[src/rtl/inv_add_round_key_stage_if.sv]
// Bus bundle for the AES-128 decryption AddRoundKey stage: upstream beat,
// key-store lookup and downstream beat. The stage connects through the slave modport.
interface inv_add_round_key_stage_if;
    logic             in_valid;
    logic             in_ready;
    logic             in_first;
    logic [15:0][7:0] in_state;
    logic [3:0]       key_round;
    logic [15:0][7:0] round_key;
    logic             out_valid;
    logic             out_ready;
    logic [15:0][7:0] out_state;
    logic [3:0]       out_round;
    logic             out_mix_en;
    logic             out_last;
    logic             seq_err;

    modport master (
        output in_valid, in_first, in_state, round_key, out_ready,
        input  in_ready, key_round, out_valid, out_state, out_round,
               out_mix_en, out_last, seq_err
    );

    modport slave (
        input  in_valid, in_first, in_state, round_key, out_ready,
        output in_ready, key_round, out_valid, out_state, out_round,
               out_mix_en, out_last, seq_err
    );
endinterface

[src/rtl/inv_add_round_key_stage.sv]
// AES-128 decryption AddRoundKey stage: XORs each beat with the key of its round
// (NR down to 0), tags it for InvMixColumns routing and queues it in a 2-entry skid buffer.
module inv_add_round_key_stage #(
    parameter int NR = 10
) (
    input logic                      clk,
    input logic                      reset,
    inv_add_round_key_stage_if.slave bus
);
    localparam logic [3:0] NR_L  = 4'(NR);
    localparam logic [3:0] NR_M1 = 4'(NR - 1);

    typedef enum logic {IDLE, RUN} state_t;

    typedef struct packed {
        logic [15:0][7:0] state;
        logic [3:0]       round;
        logic             mix_en;
        logic             last;
    } entry_t;

    state_t     st, st_nxt;
    logic [3:0] r, r_nxt;
    logic       seq_err_q, seq_err_nxt;
    logic       in_ready_q;
    logic       accept, enq, deq;
    logic [3:0] r_used;
    entry_t     wr_entry;

    assign accept = bus.in_valid && in_ready_q;

    // Round FSM: state register.
    always_ff @(posedge clk or posedge reset) begin
        if (reset) begin
            st        <= IDLE;
            r         <= NR_L;
            seq_err_q <= 1'b0;
        end else begin
            st        <= st_nxt;
            r         <= r_nxt;
            seq_err_q <= seq_err_nxt;
        end
    end

    // Round FSM: next state. The counter only moves on accepted beats.
    always_comb begin
        // NOTE: every variable gets a hold-value default first so no latch is inferred.
        st_nxt      = st;
        r_nxt       = r;
        seq_err_nxt = seq_err_q;
        if (accept) begin
            unique case (st)
                IDLE: begin
                    if (bus.in_first) begin
                        st_nxt = RUN;
                        r_nxt  = NR_M1;
                    end else begin
                        seq_err_nxt = 1'b1;
                    end
                end
                RUN: begin
                    if (bus.in_first) begin
                        r_nxt       = NR_M1;
                        seq_err_nxt = 1'b1;
                    end else if (r == 4'd0) begin
                        st_nxt = IDLE;
                    end else begin
                        r_nxt = r - 4'd1;
                    end
                end
            endcase
        end
    end

    // Round FSM: outputs. A non-first beat arriving in IDLE is dropped here.
    always_comb begin
        r_used   = (st == IDLE || bus.in_first) ? NR_L : r;
        enq      = accept && (st == RUN || bus.in_first);
        wr_entry = '{state:  bus.in_state ^ bus.round_key,
                     round:  r_used,
                     mix_en: (r_used != 4'd0) && (r_used != NR_L),
                     last:   (r_used == 4'd0)};
    end

    assign bus.key_round = r_used;
    assign bus.seq_err   = seq_err_q;

    entry_t     mem [2];
    entry_t     head;
    logic       rd_ptr, wr_ptr;
    logic [1:0] count, count_nxt;

    assign deq       = (count != 2'd0) && bus.out_ready;
    assign count_nxt = count + 2'(enq) - 2'(deq);

    // NOTE: storage is not reset; outputs are gated by occupancy, so stale data never shows.
    always_ff @(posedge clk) begin
        if (enq) mem[wr_ptr] <= wr_entry;
    end

    always_ff @(posedge clk or posedge reset) begin
        if (reset) begin
            rd_ptr     <= 1'b0;
            wr_ptr     <= 1'b0;
            count      <= 2'd0;
            in_ready_q <= 1'b1;
        end else begin
            if (enq) wr_ptr <= ~wr_ptr;
            if (deq) rd_ptr <= ~rd_ptr;
            count      <= count_nxt;
            in_ready_q <= (count_nxt != 2'd2);
        end
    end

    assign head           = mem[rd_ptr];
    assign bus.in_ready   = in_ready_q;
    assign bus.out_valid  = (count != 2'd0);
    assign bus.out_state  = bus.out_valid ? head.state  : '0;
    assign bus.out_round  = bus.out_valid ? head.round  : 4'd0;
    assign bus.out_mix_en = bus.out_valid && head.mix_en;
    assign bus.out_last   = bus.out_valid && head.last;
endmodule

[src/flat_wrapper.sv]
// flat-port wrapper written by rule: the top's interface ports become plain ports
module inv_add_round_key_stage_flat 
#(
    parameter int NR = 10
)
  (clk, reset, bus_in_valid, bus_in_first, bus_in_state, bus_round_key, bus_out_ready, bus_in_ready, bus_key_round, bus_out_valid, bus_out_state, bus_out_round, bus_out_mix_en, bus_out_last, bus_seq_err);
  inv_add_round_key_stage_if bus_i ();
  input logic clk;
  input logic reset;
  input wire logic [$bits(bus_i.in_valid)-1:0] bus_in_valid;
  input wire logic [$bits(bus_i.in_first)-1:0] bus_in_first;
  input wire logic [$bits(bus_i.in_state)-1:0] bus_in_state;
  input wire logic [$bits(bus_i.round_key)-1:0] bus_round_key;
  input wire logic [$bits(bus_i.out_ready)-1:0] bus_out_ready;
  output wire logic [$bits(bus_i.in_ready)-1:0] bus_in_ready;
  output wire logic [$bits(bus_i.key_round)-1:0] bus_key_round;
  output wire logic [$bits(bus_i.out_valid)-1:0] bus_out_valid;
  output wire logic [$bits(bus_i.out_state)-1:0] bus_out_state;
  output wire logic [$bits(bus_i.out_round)-1:0] bus_out_round;
  output wire logic [$bits(bus_i.out_mix_en)-1:0] bus_out_mix_en;
  output wire logic [$bits(bus_i.out_last)-1:0] bus_out_last;
  output wire logic [$bits(bus_i.seq_err)-1:0] bus_seq_err;
  assign bus_i.in_valid = bus_in_valid;
  assign bus_i.in_first = bus_in_first;
  assign bus_i.in_state = bus_in_state;
  assign bus_i.round_key = bus_round_key;
  assign bus_i.out_ready = bus_out_ready;
  assign bus_in_ready = bus_i.in_ready;
  assign bus_key_round = bus_i.key_round;
  assign bus_out_valid = bus_i.out_valid;
  assign bus_out_state = bus_i.out_state;
  assign bus_out_round = bus_i.out_round;
  assign bus_out_mix_en = bus_i.out_mix_en;
  assign bus_out_last = bus_i.out_last;
  assign bus_seq_err = bus_i.seq_err;
  inv_add_round_key_stage #(.NR(NR)) u_core (.clk(clk), .reset(reset), .bus(bus_i));
endmodule
[config.mk]
export PLATFORM = sky130hd
export DESIGN_NAME = inv_add_round_key_stage_flat
export DESIGN_NICKNAME = d
export VERILOG_FILES = /design/src/rtl/inv_add_round_key_stage_if.sv /design/src/rtl/inv_add_round_key_stage.sv /design/src/flat_wrapper.sv
export SDC_FILE = /design/constraint.sdc
export NUM_CORES = 1
export LEC_CHECK = 0
export ABC_AREA = 1
export ABC_CLOCK_PERIOD_IN_PS = 7100
export CAP_MARGIN = 20
export CORE_UTILIZATION = 41
export DETAILED_ROUTE_END_ITERATION = 10
export PLACE_DENSITY = 0.83
export SYNTH_ARGS = -nofsm -noshare
export SYNTH_HDL_FRONTEND = slang
export SYNTH_SLANG_ARGS = --single-unit
[constraint.sdc]
create_clock -name clk -period 7.1 [get_ports clk]
set_clock_uncertainty 0.05 [all_clocks]
set_input_delay 0.71 -clock clk [delete_from_list [all_inputs] [get_ports clk]]
set_output_delay 0.71 -clock clk [all_outputs]
set_load 0.1 [all_outputs]
==> metrics.cfg <==
[floorplan]
die_x_um=172
die_area_um2=29500
dieHeight_um=172
floorplan.initialDensity_pct=42.1
placement_rows=61
ios=402
standard_cell_core_area_um2=28100

[critical_path]
timing.critical_path.max_delay_family=buffers and inverters
timing.critical_path.fanout_max=85
critPathKind=flip-flop to primary output
timing.critical_path.from_type=flip-flop
worst_setup_ep_type=primary output
crit_path_top_delay_cell=clkdlybuf4s50_1
critPathMaxStageDelay_ps=1170
path_cells=inv_4 -> buf_4 -> nand2_1 -> a21oi_1 -> clkdlybuf4s50_1
path_buf_inv=3
cp.arrival_ps=4240
cp.required_ps=6340

[sta]
timing.final.crit_share_pct=70.5
grt_setup_unrepaired=no
finalSetupViolCount=0
max_clock_freq_mhz=200
hold_viol=0
post-route-min-period_ps=5000
timing.setup.tns_ps=0
timing_max_transition_violations_final=0
slew-limit-headroom_pct=28.3
worst_hold_slack_ps=435
tightestPinTransition_ps=1070

[grt]
antenna_violations_before_repair=0
grt_first_pass_wirelength_um=44300
grt_pass1_vias=8380
maximum_number_of_pins_on_one_net_before_global_route_repair=93
grt_util_all_layers_pct=19.6
grt_overflow=0

[clock_tree]
clock_tree.buffer_depth=3
numCtsBuffers=28
post_cts.resized_instances=0
cts.hold.buffers_added=0
clock_sinks=279
clk_latency_ps=520
worst_setup_hold_path_clk_slew_ps=60
clk_root_buffer_cell=clkbuf_16
number_of_buffers_inserted_to_repair_setup_after_cts=0
h-tree-depth=1
cts_tree=done

[finish]
multiInputGateArea_um2=3150
areaGrowthSynthToFinish_pct=44.4
drive_above_1_share_pct=5.84
finish.net_count=1578
postLayoutCoreUtil_pct=60.7
fillCellCount=2159
top_library_cells_by_usage_in_the_layout_fill_and_taps_aside=401 x clkdlybuf4s50_1, 278 x nand2_1, 268 x edfxtp_1
final_common_cell=clkdlybuf4s50_1
antennaDiodeCount=0
sequential_cell_area_um2=8330

[synth]
postSynthAreaPerCell_um2=12.8
number_of_nets_in_the_synthesized_netlist=1186
netlist_area_um2=11800
number_of_distinct_library_cells_after_synthesis=27
synth_seq_cells=279
yosys_warnings=0
synth_seq_area_share_pct=70.5
synthCells=921

[place]
place_hpwl_um=20800
place_congestion=0.788
placement.io_buffers=401

[drt]
avgViaCountPerCell=4.83
drt_wl_total_um=29900
drc=0
vias=8279
antenna_violating_nets_post_route=0
drt_pass1_iterations=5
detailedRoute.firstIterationViolations=516
wl_per_cell_um=17.4

[run_status]
outcome=complete, no violations

[worst_hold_path]
min_path_type=flip-flop to flip-flop

[run]
maxCapViolations=0

## final cells by class
| cell class | instances | area share, % |
|---|---|---|
| Clock buffer | 39 | 4.53 |
| Clock inverter | 13 | 1.00 |
| Inverter | 15 | 0.345 |
| Multi-Input combinational cell | 580 | 18.5 |
| Sequential cell | 279 | 48.8 |
| Tap cell | 378 | 2.77 |
| Timing Repair Buffer | 409 | 24.0 |
## layer usage
layer	global-route usage, %	up-vias	wire length [µm]
met4	5.93	0	738
li1	-	3938	-
met3	5.32	54	2800
met2	36.2	375	15400
met5	0	-	0
met1	21.8	3912	11000
## through the flow
| step | cell area, µm² | worst slack [ps] | instances |
|---|---|---|---|
| floorplan | 11800 | 1850 | 921 |
| global placement | 16100 | 2780 | 1660 |
| detailed placement | 16100 | 2660 | 1660 |
| CTS | 17000 | 2090 | 1712 |
| global route | 17100 | 1910 | 1713 |
| finish | 17100 | 2100 | 1713 |
## tightest hold or removal path, cell delays in order, from the launching register on
cell and delay [ps]:
dfstp_2 380, nand2_1 60, nand2_1 50
## registers in the layout (all words and copies together) (netlist names)
name	flops
u_core.bus.seq_err	1
u_core.mem	268
u_core.st	1
u_core.count	2
u_core.wr_ptr	1
u_core.rd_ptr	1
u_core.r	4
u_core.bus.in_ready	1
## final timing paths
kind                            slack (ps)  cells past startpoint                           from                        endpoint
worst min-delay path                   440                      2        u_core.r[1]$_DFFE_PP1P_         u_core.r[1]$_DFFE_PP1P_
max in group asynchronous             6160                      2                          reset       u_core.rd_ptr$_DFFE_PP0P_
worst min register to register         440                      2        u_core.r[1]$_DFFE_PP1P_         u_core.r[1]$_DFFE_PP1P_
worst max register to register        4740                      5  u_core.bus.in_ready$_DFF_PP1_     u_core.mem[0][69]$_DFFE_PP_
min in group asynchronous              470                      2                          reset  u_core.bus.seq_err$_DFFE_PP0P_
worst max-delay path                  2100                      5      u_core.rd_ptr$_DFFE_PP0P_              bus_out_state[104]
## synth_stat cells, drive strengths merged
cell type	count	area (µm²)
a21oi	136	718
a31oi	1	6.26
buf	41	273
clkbuf	6	22.5
clkinv	1	5.00
dfrtp	8	200
dfstp	3	78.8
edfxtp	268	8050
ha	4	50.1
inv	14	52.6
nand2	288	1110
nand3	2	10.0
nand4	1	6.26
nor2	10	47.6
o21ai	3	15.0
o21bai	1	7.51
or2	1	6.26
xnor2	2	17.5
xor2	131	1150
## kinds of logic after synthesis
kind of cell             synth area share, %
AND/OR/NAND/NOR                         9.95
adder cells (fa/ha/maj)                0.424
flip-flops                              70.5
buffers and inverters                   2.99
AO/OA/AOI/OAI                           6.32
XOR/XNOR                                9.86
Power is left out: the tool's default activity adds up to more than one toggle a clock period on the data nets, which glitch-free logic cannot reach.
==> edit 1: new RTL, same flow settings <==
Reset style: synchronous (`reset`), changed in 2 clocked blocks.
--- a/src/rtl/inv_add_round_key_stage.sv
+++ b/src/rtl/inv_add_round_key_stage.sv
@@ -30,7 +30,7 @@
     assign accept = bus.in_valid && in_ready_q;
 
     // Round FSM: state register.
-    always_ff @(posedge clk or posedge reset) begin
+    always_ff @(posedge clk) begin
         if (reset) begin
             st        <= IDLE;
             r         <= NR_L;
@@ -98,7 +98,7 @@
         if (enq) mem[wr_ptr] <= wr_entry;
     end
 
-    always_ff @(posedge clk or posedge reset) begin
+    always_ff @(posedge clk) begin
         if (reset) begin
             rd_ptr     <= 1'b0;
             wr_ptr     <= 1'b0;
Check against the original RTL: differs if reset is asserted again (counterexample within 4 cycles, from zero or initial values and one cycle with reset high); with reset held inactive, the same outputs for 4 cycles.
==> edit 1 against the original RTL <==
- non-clock buffer count is the same
- critical path type unchanged
- core utilization decreased by 1.1 points
- hold slack worse by 0.035 ns
- worst setup slack improved by 0.37 ns
- wire length rose by 1.6%
- synthesized area increased by 1.3%
- cell count rose by 1.3%
- sequential cell count rose by 1
- cell area increased by 0.32%
- via count up 0.76%
==> edit 1: results (changes against the original RTL) <==
Placed design
  • Placed cell area: 0.01623 sq mm (+0.85%)
  • Pre-CTS setup slack: 2.964 ns (+0.3036 ns)
  • Dpl hpwl: 20680 um (-0.62%)

Routing
  • WL/cell: 17.51 um (+0.36%)
  • Initial drt markers: 679 (+32%)
  • Via-per-instance ratio: 4.808 (-0.52%)

Global routing
  • Total Routing Usage GR: 19.93% (+0.33 points)
  • Initial antenna violation count: 1 (+1)
  • First-pass GRT wire length: 46500 um (+5.1%)

Setup path
  • Arrival time worst endpoint: 3.87 ns (-0.37 ns)
  • R2R Path Start: u_core.count[0]

Synth
  • Net count after synthesis: 1206 (+1.7%)
  • Seq/Total Area, Yosys: 69.24% (-1.2 points)
  • Synth unique cells: 20 (-26%)
  • Top post-synthesis cells by area: edfxtp_1, xor2_1, nand2_1, a21oi_1, a21oi_2
  • Post-synth top cells: nand2_1, edfxtp_1, xor2_1

Final layout
  • Clkbuf count: 36 (-7.7%)
  • Layout cell share with drive strength beyond 1: 6.588% (+0.75 points)
  • Final instance area: 0.01711 sq mm (+0.32%)
  • #MultiIn Comb: 595 (+2.6%)
  • Invs w/o clock: 18 (+3)
  • ClkCell Share: 5.045% (-0.49 points)
  • Total Nets Final: 1597 (+1.2%)
  • Non-filler cells, final: 1735 (+1.3%)
  • Filler Cells Inserted: 2205 (+2.1%)
  • Multi-input logic area: 0.003287 sq mm (+4.2%)

Outcome
  • Status: finished, final reports clean

STA
  • Transition time of the tightest slew-check pin: 1.080 ns (+0.007687 ns)
  • Setup ws final: 2.466 ns (+0.3693 ns)
  • Final period util: 65.27% (-5.2 points)

Clock tree
  • Clk sink count: 280 (+0.36%)
edit 1: worst paths after layout:
kind	to	slack, ns	cells after the start
setup / recovery	bus_out_state[107]	2.47	5
hold / removal	u_core.rd_ptr	0.40	1
setup reg to reg	u_core.bus.in_ready	4.47	12
hold reg to reg	u_core.rd_ptr	0.40	1
edit 1: logic make-up (layout without fill, tap and decap cells):
| family | Yosys count | in the layout | synth area share (%) |
|---|---|---|---|
| AND/OR/NAND/NOR | 319 | 319 | 10.24 |
| flip-flops | 280 | 280 | 69.24 |
| AO/OA/AOI/OAI | 143 | 143 | 7.233 |
| XOR/XNOR | 129 | 129 | 9.439 |
| buffers and inverters | 66 | 476 | 3.428 |
| adder cells (fa/ha/maj) | 4 | 4 | 0.4181 |
edit 1: metal layers:
layer,track usage [%],share of wire (%),vias to the layer above
met1,23.24,38,3929
met4,5.310,2.0,2
met5,0,0.043,-
li1,-,-,3992
met3,5.585,8.8,34
met2,35.85,51,385
==> edit 2: new RTL, same settings <==
Made on the original files. `NR` is set to 10 in 2 places; all go to 9.
--- a/src/rtl/inv_add_round_key_stage.sv
+++ b/src/rtl/inv_add_round_key_stage.sv
@@ -1,7 +1,7 @@
 // AES-128 decryption AddRoundKey stage: XORs each beat with the key of its round
 // (NR down to 0), tags it for InvMixColumns routing and queues it in a 2-entry skid buffer.
 module inv_add_round_key_stage #(
-    parameter int NR = 10
+    parameter int NR = 9
 ) (
     input logic                      clk,
     input logic                      reset,
--- a/src/flat_wrapper.sv
+++ b/src/flat_wrapper.sv
@@ -1,7 +1,7 @@
 // flat-port wrapper written by rule: the top's interface ports become plain ports
 module inv_add_round_key_stage_flat 
 #(
-    parameter int NR = 10
+    parameter int NR = 9
 )
   (clk, reset, bus_in_valid, bus_in_first, bus_in_state, bus_round_key, bus_out_ready, bus_in_ready, bus_key_round, bus_out_valid, bus_out_state, bus_out_round, bus_out_mix_en, bus_out_last, bus_seq_err);
   inv_add_round_key_stage_if bus_i ();
Function: changed (Yosys sat finds a counterexample within 4 cycles, from zero or initial values and one cycle with reset high).
==> edit 2 against the original RTL <==
- worst setup slack better by 0.22 ns
- cell area decreased by 0.56%
- global-route usage decreased by 0.10 points
- wire length is 0.59% lower
- sequential cell count did not move
- core utilization shrank 0.17 points
- maximum frequency increased by 4.6%
- synthesized area is 0.20% lower
- critical path type unchanged
Power is left out: the tool's default activity adds up to more than one toggle a clock period on the data nets, which glitch-free logic cannot reach.
==> edit 2: results (changes against the original RTL) <==
Outcome
  • Status: finished, final reports clean

Synth
  • Synth Flop Type: edfxtp_1
  • Number of synthesized flops with an enable pin: 268 (unchanged)
  • Top post-synthesis cells by area: edfxtp_1, xor2_1, nand2_1, a21oi_1, dfrtp_1
  • Net count after synthesis: 1188 (+0.17%)
  • Synth unique cells: 27 (unchanged)
  • Synth Warn #: 0 (unchanged)
  • Mux share of post-synthesis cell area: 0% (unchanged)
  • XOR/XNOR Fraction of Synth Area: 9.941% (+0.084 points)
  • Seq/Total Area, Yosys: 70.60% (+0.14 points)
  • Adder-cell share of the synthesized area: 0.4244% (+0.00085 points)
  • Compound-Gate Fraction of Synth Area: 5.973% (-0.35 points)
  • Post-synth top cells: nand2_1, edfxtp_1, a21oi_1

Clock tree
  • Max clock buf depth: 3 (unchanged)
  • Clock root buffer: clkbuf_16
  • CTS Buf Count: 29 (+3.6%)
  • Post_cts resized: 0 (unchanged)
  • H-tree Lvls: 1 (unchanged)
  • CTS clock-pin slew for the worst setup and hold paths: 0.06 ns (about the same)
  • Clk_lat worst skew: about 0.53 ns

Placed design
  • PortBufs: 401 (unchanged)
  • Dpl hpwl: 20640 um (-0.81%)
  • Pre-CTS setup slack: 2.775 ns (+0.1149 ns)
  • Routability cong.: 0.8139 (+3.3%)

Final layout
  • Top Registers: u_core.mem: 268 flops, u_core.r: 4 flops, u_core.count: 2 flops
  • Antenna Cells: 0 (unchanged)
  • Layout cell share with drive strength beyond 1: 4.783% (-1.1 points)
  • Total Nets Final: 1581 (+0.19%)

Setup path
  • CP top delay family: buffers and inverters
  • Worst setup path end: bus_out_state[110]
  • Critical-path maximum fanout: 91 (+7.1%)
  • Critical Path Source: u_core.rd_ptr
  • Critical Path Max Stage Delay: ~1.2 ns
  • R2R Path Start: u_core.bus.in_ready
  • Reg2Reg Setup Slack: 4.10 ns (-0.64 ns)
  • Worst r2r dst: u_core.mem[1][123]
  • Arrival time worst endpoint: 4.02 ns (-0.22 ns)

STA
  • Period minus WS final: 4.784 ns (-0.2195 ns)
  • Fin. max-slew vios: 0 (unchanged)
  • Slew headroom: 29.74% (+1.4 points)
  • Hold Worst Slack: 0.4264 ns (-0.009033 ns)

Global routing
  • Largest net degree at the start of global routing: 92 (-1.1%)
  • Met1 Usage GRT: 22.73% (+0.93 points)
  • GR Util met3: 4.671% (-0.64 points)
  • Grt met2 use: 35.72% (-0.53 points)
  • Total Routing Usage GR: 19.50% (-0.10 points)
  • First-pass GRT wire length: 44280 um (about the same)
  • Vias in the first global route: 8283 (-1.2%)

Routing
  • Met2 WL post-DR: 15330 um (-0.20%)
  • Met3 WL post-DR: 2585 um (-7.7%)
  • Initial drt markers: 592 (+15%)
  • Met1 wire length: 11260 um (+2.5%)
  • WL/cell: 17.32 um (-0.76%)
  • Max layer used: met4
  • Via-per-instance ratio: 4.830 (about the same)
  • Drt first pass iters: 5 (unchanged)

Worst hold path
  • Hold Crit Class: in -> async
-- edit 2: cell types whose count changed after synthesis, moves of 2 or more --
cell	change
buf_4	+4
nand2_2	-10
nand2_1	+11
a21oi_2	-10
buf_2	+2
clkbuf_1	-5
a21oi_1	+10
-- edit 2: cells by family after synthesis --
kind of cell | after synthesis
buf+inv | 62
simple gates | 305
compound gates | 140
xor+xnor | 133
flops | 279
fa+ha+maj | 4
-- edit 2: per-stage QoR --
stage          utilization (%)  std cells  cell area [sq um]
3_5_place_dp             57.27       1663              16040
3_3_place_gp             57.27       1663              16040
4_1_cts                  60.56       1716              16960
6_report                 60.56       1716              16960
2_1_floorplan                -        923              11800
5_1_grt                  60.56       1716              16960
-- edit 2: cell type report --
type | count | area [sq um]
clock inverters | 15 | 141.4
flip-flops and latches | 279 | 8330
multi-input cells | 582 | 3107
well taps | 378 | 473.0
inverters | 15 | 58.81
repair buffers | 409 | 4074
fillers | 2196 | 11050
clock buffers | 38 | 779.5
